### src/rtl/tetron_arbiter.sv
// Movement arbiter and static playfield: verifies proposed piece cells, answers commit/decline/steal.
// Optional row clearing is built only when LINE_CLEAR_EN is defined.
module tetron_arbiter #(
  parameter int unsigned ROWS = 20,
  parameter int unsigned COLS = 10
) (
  input  logic        clk,
  input  logic        reset,
  input  logic        movement_request,
  input  logic        movement_intent,
  input  logic [4:0]  blk1_v,
  input  logic [4:0]  blk2_v,
  input  logic [4:0]  blk3_v,
  input  logic [4:0]  blk4_v,
  input  logic [4:0]  blk1_h,
  input  logic [4:0]  blk2_h,
  input  logic [4:0]  blk3_h,
  input  logic [4:0]  blk4_h,
  input  logic [2:0]  piece_color,
  output logic        movement_commit,
  output logic        movement_declined,
  output logic        movement_steal,
  input  logic [4:0]  rd_v,
  input  logic [4:0]  rd_h,
  output logic [2:0]  rd_color,
  output logic        game_over,
  output logic [15:0] lines_cleared
);

  localparam int unsigned HW = $clog2(ROWS);
  localparam int unsigned VW = $clog2(COLS);
  localparam logic [4:0] RowsL = 5'(ROWS);
  localparam logic [4:0] ColsL = 5'(COLS);

  localparam logic [2:0] StIdle      = 3'd0;
  localparam logic [2:0] StCheck     = 3'd1;
  localparam logic [2:0] StResolve   = 3'd2;
  localparam logic [2:0] StHoldDecl  = 3'd3;
  localparam logic [2:0] StLock      = 3'd4;
  localparam logic [2:0] StClear     = 3'd5;
  localparam logic [2:0] StHoldSteal = 3'd6;
  localparam logic [2:0] StOver      = 3'd7;

  logic [2:0] state_q, state_d;
  logic [1:0] idx_q, idx_d;
  logic       hit_q, hit_d;
  logic       intent_q, intent_d;
  logic       lock_valid_q, lock_valid_d;
  logic [4:0] lock_h_q [4];
  logic [4:0] lock_h_d [4];
  logic [4:0] lock_v_q [4];
  logic [4:0] lock_v_d [4];
  logic [2:0] lock_color_q, lock_color_d;
  logic       declined_q, declined_d;
  logic       steal_q, steal_d;
  logic       game_over_q, game_over_d;
  logic [2:0] rd_color_q;
  logic [2:0] field_q [ROWS][COLS];
  logic [2:0] field_d [ROWS][COLS];
  logic       commit;

  logic [4:0] blk_h [4];
  logic [4:0] blk_v [4];
  logic [4:0] cur_h, cur_v, lk_h, lk_v;
  logic       cur_hit, lk_in_range;

  assign blk_h[0] = blk1_h;
  assign blk_h[1] = blk2_h;
  assign blk_h[2] = blk3_h;
  assign blk_h[3] = blk4_h;
  assign blk_v[0] = blk1_v;
  assign blk_v[1] = blk2_v;
  assign blk_v[2] = blk3_v;
  assign blk_v[3] = blk4_v;

  // A column of 0-1 wraps to 31 and so lands on the wall test.
  assign cur_h   = blk_h[idx_q];
  assign cur_v   = blk_v[idx_q];
  assign cur_hit = (cur_h >= RowsL || cur_v >= ColsL) ? 1'b1
                 : (field_q[cur_h[HW-1:0]][cur_v[VW-1:0]] != 3'd0);

  assign lk_h        = lock_h_q[idx_q];
  assign lk_v        = lock_v_q[idx_q];
  assign lk_in_range = (lk_h < RowsL) && (lk_v < ColsL);

`ifdef LINE_CLEAR_EN
  logic [4:0]  row_q, row_d, k_q, k_d, km1;
  logic        shift_q, shift_d, row_full;
  logic [15:0] lines_q, lines_d;

  assign km1 = k_q - 5'd1;

  always_comb begin
    row_full = 1'b1;
    for (int c = 0; c < COLS; c++) begin
      if (field_q[row_q[HW-1:0]][c] == 3'd0) row_full = 1'b0;
    end
  end
`endif

  always_comb begin
    state_d      = state_q;
    idx_d        = idx_q;
    hit_d        = hit_q;
    intent_d     = intent_q;
    lock_valid_d = lock_valid_q;
    lock_h_d     = lock_h_q;
    lock_v_d     = lock_v_q;
    lock_color_d = lock_color_q;
    declined_d   = declined_q;
    steal_d      = steal_q;
    game_over_d  = game_over_q;
    field_d      = field_q;
    commit       = 1'b0;
`ifdef LINE_CLEAR_EN
    row_d        = row_q;
    k_d          = k_q;
    shift_d      = shift_q;
    lines_d      = lines_q;
`endif
    case (state_q)
      StIdle: begin
        if (movement_request) begin
          state_d  = StCheck;
          idx_d    = 2'd0;
          hit_d    = 1'b0;
          intent_d = movement_intent;
        end
      end
      StCheck: begin
        hit_d = hit_q | cur_hit;
        idx_d = idx_q + 2'd1;
        if (idx_q == 2'd3) state_d = StResolve;
      end
      StResolve: begin
        if (!hit_q) begin
          commit       = 1'b1;
          lock_h_d     = blk_h;
          lock_v_d     = blk_v;
          lock_color_d = piece_color;
          lock_valid_d = 1'b1;
          state_d      = StIdle;
        end else if (intent_q) begin
          declined_d = 1'b1;
          state_d    = StHoldDecl;
        end else if (lock_valid_q) begin
          steal_d = 1'b1;
          idx_d   = 2'd0;
          state_d = StLock;
        end else begin
          // Blocked right at spawn: the stack has reached the top.
          game_over_d = 1'b1;
          declined_d  = 1'b1;
          state_d     = StOver;
        end
      end
      StHoldDecl: begin
        if (!movement_request) begin
          declined_d = 1'b0;
          state_d    = StIdle;
        end
      end
      StLock: begin
        if (lk_in_range) field_d[lk_h[HW-1:0]][lk_v[VW-1:0]] = lock_color_q;
        idx_d = idx_q + 2'd1;
        if (idx_q == 2'd3) begin
`ifdef LINE_CLEAR_EN
          state_d = StClear;
          row_d   = RowsL - 5'd1;
          shift_d = 1'b0;
`else
          state_d = StHoldSteal;
`endif
        end
      end
`ifdef LINE_CLEAR_EN
      StClear: begin
        if (shift_q) begin
          if (k_q == 5'd0) begin
            for (int c = 0; c < COLS; c++) field_d[0][c] = 3'd0;
            lines_d = lines_q + 16'd1;
            shift_d = 1'b0;
          end else begin
            field_d[k_q[HW-1:0]] = field_q[km1[HW-1:0]];
            k_d = km1;
          end
        end else if (row_full) begin
          shift_d = 1'b1;
          k_d     = row_q;
        end else if (row_q == 5'd0) begin
          state_d = StHoldSteal;
        end else begin
          row_d = row_q - 5'd1;
        end
      end
`endif
      StHoldSteal: begin
        if (!movement_request) begin
          steal_d      = 1'b0;
          lock_valid_d = 1'b0;
          state_d      = StIdle;
        end
      end
      StOver: begin
        declined_d = movement_request;
      end
      default: state_d = StIdle;
    endcase
  end

  always_ff @(posedge clk) begin
    if (!reset) begin
      state_q      <= StIdle;
      idx_q        <= 2'd0;
      hit_q        <= 1'b0;
      intent_q     <= 1'b0;
      lock_valid_q <= 1'b0;
      lock_color_q <= 3'd0;
      declined_q   <= 1'b0;
      steal_q      <= 1'b0;
      game_over_q  <= 1'b0;
      rd_color_q   <= 3'd0;
      for (int i = 0; i < 4; i++) begin
        lock_h_q[i] <= 5'd0;
        lock_v_q[i] <= 5'd0;
      end
      for (int r = 0; r < ROWS; r++) begin
        for (int c = 0; c < COLS; c++) field_q[r][c] <= 3'd0;
      end
`ifdef LINE_CLEAR_EN
      row_q   <= 5'd0;
      k_q     <= 5'd0;
      shift_q <= 1'b0;
      lines_q <= 16'd0;
`endif
    end else begin
      state_q      <= state_d;
      idx_q        <= idx_d;
      hit_q        <= hit_d;
      intent_q     <= intent_d;
      lock_valid_q <= lock_valid_d;
      lock_h_q     <= lock_h_d;
      lock_v_q     <= lock_v_d;
      lock_color_q <= lock_color_d;
      declined_q   <= declined_d;
      steal_q      <= steal_d;
      game_over_q  <= game_over_d;
      field_q      <= field_d;
      rd_color_q   <= (rd_h < RowsL && rd_v < ColsL) ? field_q[rd_h[HW-1:0]][rd_v[VW-1:0]]
                                                    : 3'd0;
`ifdef LINE_CLEAR_EN
      row_q   <= row_d;
      k_q     <= k_d;
      shift_q <= shift_d;
      lines_q <= lines_d;
`endif
    end
  end

  assign movement_commit   = commit;
  assign movement_declined = declined_q;
  assign movement_steal    = steal_q;
  assign rd_color          = rd_color_q;
  assign game_over         = game_over_q;
`ifdef LINE_CLEAR_EN
  assign lines_cleared = lines_q;
`else
  assign lines_cleared = 16'd0;
`endif

endmodule

### config.mk
export PLATFORM = sky130hd
export DESIGN_NAME = tetron_arbiter
export DESIGN_NICKNAME = d
export VERILOG_FILES = /design/src/rtl/tetron_arbiter.sv
export SDC_FILE = /design/constraint.sdc
export NUM_CORES = 2
export LEC_CHECK = 0
export BUFFER_PORTS_ARGS = -buffer_cell sky130_fd_sc_hd__buf_2
export CAP_MARGIN = 10
export CORE_MARGIN = 2
export CORE_UTILIZATION = 30
export CTS_BUF_LIST = sky130_fd_sc_hd__clkbuf_4
export DETAILED_ROUTE_END_ITERATION = 7
export GPL_ROUTABILITY_DRIVEN = 0
export PLACE_DENSITY = 0.55
export SYNTH_ARGS = -nofsm -noshare
export SYNTH_HDL_FRONTEND = slang
export SYNTH_SLANG_ARGS = --single-unit
### constraint.sdc
create_clock -name clk -period 2.45 [get_ports clk]
set_input_delay 0.1225 -clock clk [delete_from_list [all_inputs] [get_ports clk]]
set_output_delay 0.1225 -clock clk [all_outputs]
set_load 0.03 [all_outputs]
==> qor.txt <==
CP arrival = 4200 ps
hold slack = 91.2 ps
DRC violations left = 0
Synth Area in Compound Gates = 0.139
clock root cell = clkbuf_4
maximum clock rate = 0.313 GHz
clk_lat worst skew = 1150 ps
crit-path leading delay family = compound AO/OA/AOI/OAI gates
Tmin final = 3190 ps
first-pass GRT wire length = 205 mm
Finished Layout Cells = 6,139
Detail Route Antenna Nets = 0
CP Buf/Inv Count = 3
row cnt = 125
Worst path max stage delay = 660 ps
DRT Wirelength = 144 mm
Overall Global Routing Usage = 0.222
area leader, netlist = dfxtp_1
core area = 116,000 sq um
vias per std cell = 5.51
CP max stage cell = mux4_4
outcome = finished with violations
Slew Viols, Final = 0
Ports = 80
mux share of post-synthesis cell area = 0.241
Most used DFF post-synth = dfxtp_1
count of final setup violators = 605
Synth-to-Final Area Change = 42.2%
Post-Synth Simple-Gate Area = 0.193
Max Fanout on Critical Path = 29
Max Cap Viol = 0
initial core utilization = 0.302
VDD IR max = 483 uV
synthesized-area fraction occupied by adder cells = 0.000645
largest net degree at the start of global routing = 84
RSZ-0062 raised after global routing = true
Synth cell types = 69
fill count = 10,900
Pwr Density = 668 nW/um^2
CP endpoint kind = flip-flop
Crit path required time = 3460 ps
share of layout cells above drive strength 1 = 0.375
CTS Buffer Depth = 3
post-synthesis xor/xnor area fraction = 0.000251
ys async rst share = 0
DP HPWL = 87.3 mm
Mean Syn Cell Area = 9.04 sq um
drt wl/cell = 23.4 um
number of synthesized flops with an enable pin = 0
Num CTS Buffers = 184
Final nets = 4,536
most frequent cells after synthesis = dfxtp_1, nand2_1, mux2i_1
largest family of logic cells by synthesized area = multiplexers
CP Cell Sequence = mux4_4 -> buf_12 -> buf_16 -> nor4_1 -> a211oi_1 -> nor3_1 -> a211oi_1 -> a31oi_2 -> buf_4 -> o2111ai_2 -> a31oi_1 -> o22ai_1
Worst Clk Skew = 83.4 ps
vias post-DR = 33,800
post-synth top area share = 0.377
fin area = 49,600 sq um
sequential area share after synthesis = 0.377
cell count after synthesis = 3,859
Ys Warns = 0
Crit Path Class = flip-flop to flip-flop
clock sinks = 657
Post-DP Area = 40,100 sq um
top-count cell post-synth = dfxtp_1
Post-Syn Area = 34,900 sq um
CP dominant cell by count = a211oi_1
final hold vios = 0
CTS tree = done
Remaining Overflow, GRT = 0
I/O Buffers = 63
initial DRC count = 3,059
Synth area leaders = dfxtp_1, mux4_2, mux2i_1
Final Cycle Share = 1.30
vias in the first global route = 32,800
Clock transition at path regs = 70 ps
H-tree depth = 4
first-pass detailed-route iteration total = 7
Die H = 345 um
FF+latch count, synth = 657
Startpoint Class = flip-flop
headroom to the max-slew limit = 0.535
Place WS = -882 ps
Die X = 345 um
fin worst setup slack = -744 ps
Tightest Pin Transition = 698 ps
placed insts = 5,561
failing checks = setup timing
Leakage Power = 18.5 nW
initial antenna violation count = 6
Worst Hold Class = input port to flip-flop
die footprint = 119,000 sq um
==> tightest hold or removal path, delay by kind of cell <==
| family | cells | cell delay (ps) |
|---|---|---|
| buf+inv | 2 | 830 |
| simple gates | 1 | 190 |
==> state kept, by name, indices dropped and copies added, names as in the netlist <==
| name | count |
|---|---|
| hit_q | 1 |
| lock_color_q | 3 |
| movement_declined | 1 |
| idx_q | 2 |
| game_over | 1 |
| state_q | 3 |
| field_q | 600 |
| lock_v_q | 20 |
| lock_h_q | 20 |
| lock_valid_q | 1 |
| rd_color | 3 |
| movement_steal | 1 |
| intent_q | 1 |
==> repair_timing <==
action	CTS	global route
gates cloned	22	40
hold buffers	143	0
resized for setup	220	975
hold endpoints to repair	432	0
setup buffers	17	42
setup endpoints to repair	605	622
pin swaps	29	235
==> final cells by class <==
type                       count  area (sq um)  share of cell area
multi-input combinational   2836         23600               0.475
clock buffer                 266          2000              0.0402
timing repair buffer         793          8590               0.173
inverter                       6          37.5            0.000756
antenna                        9          22.5            0.000454
tap                         1524          1910              0.0384
sequential                   657         13200               0.266
clock inverter                48           312             0.00628
==> final timing paths <==
kind,start,endpoint,slack [ps],cells past startpoint
worst max register to register,idx_q[0],hit_q,-740,12
worst min-delay path,reset,field_q[341],90,3
worst max-delay path,idx_q[0],hit_q,-740,12
worst min register to register,field_q[18],field_q[18],470,2
==> power breakdown <==
group | internal [mW] | total [mW] | leakage, nW | switching [mW]
Clock | 5.36 | 10.4 | 1.37 | 5.08
Combinational | 4.58 | 11.5 | 11.8 | 6.95
Sequential | 10.9 | 11.2 | 5.30 | 0.244
Total | 20.9 | 33.1 | 18.5 | 12.3
==> stage by stage <==
step / TNS [ps] / power, mW / utilization
2_1_floorplan: -304 / 16.0 / -
3_3_place_gp: -327260 / 20.6 / 0.346
3_5_place_dp: -426550 / 20.6 / 0.346
4_1_cts: -269250 / 31.9 / 0.391
5_1_grt: -384870 / 34.2 / 0.429
6_report: -331130 / 33.1 / 0.429
==> cell families (layout without fill, tap and decap cells) <==
| family | after synthesis | after routing |
|---|---|---|
| and+or+nand+nor | 1468 | 1468 |
| muxes | 580 | 580 |
| xor gates and xnor gates | 1 | 1 |
| buffers and inverters | 381 | 1113 |
| adders and majority gates | 2 | 2 |
| AOI/OAI and AO/OA | 769 | 769 |
| other | 1 | 25 |
| DFF | 657 | 657 |
==> placed cells by master, fill, tap and decap left out, drive strengths merged, types with 4 or more instances in the layout <==
cell type and n:
o22ai 4, mux4 208, clkbuf 296, and3 9, buf 616, clkinv 40
nor3 113, o2111ai 11, dlygate4sd3 143, diode 9, o311ai 32, a21oi 195
o221ai 4, mux2 13, and2 11, o31ai 5, or3 31, o21ai 219
bufinv 4, nand2b 12, inv 8, nor2b 189, a31oi 10, a311oi 6
mux2i 359, dfxtp 657, a211oi 44, nor2 326, a21boi 195, nand4 5
nand2 575, nor4 42, nand3 140, a2111oi 9, conb 16, bufbuf 4
o21a 8
==> metal layers <==
layer,routed length [um],track usage
met1,59000,0.289
met2,65900,0.356
met3,11500,0.0427
met4,7240,0.102
met5,24,0
No activity file was read; power rests on OpenSTA's default activity.
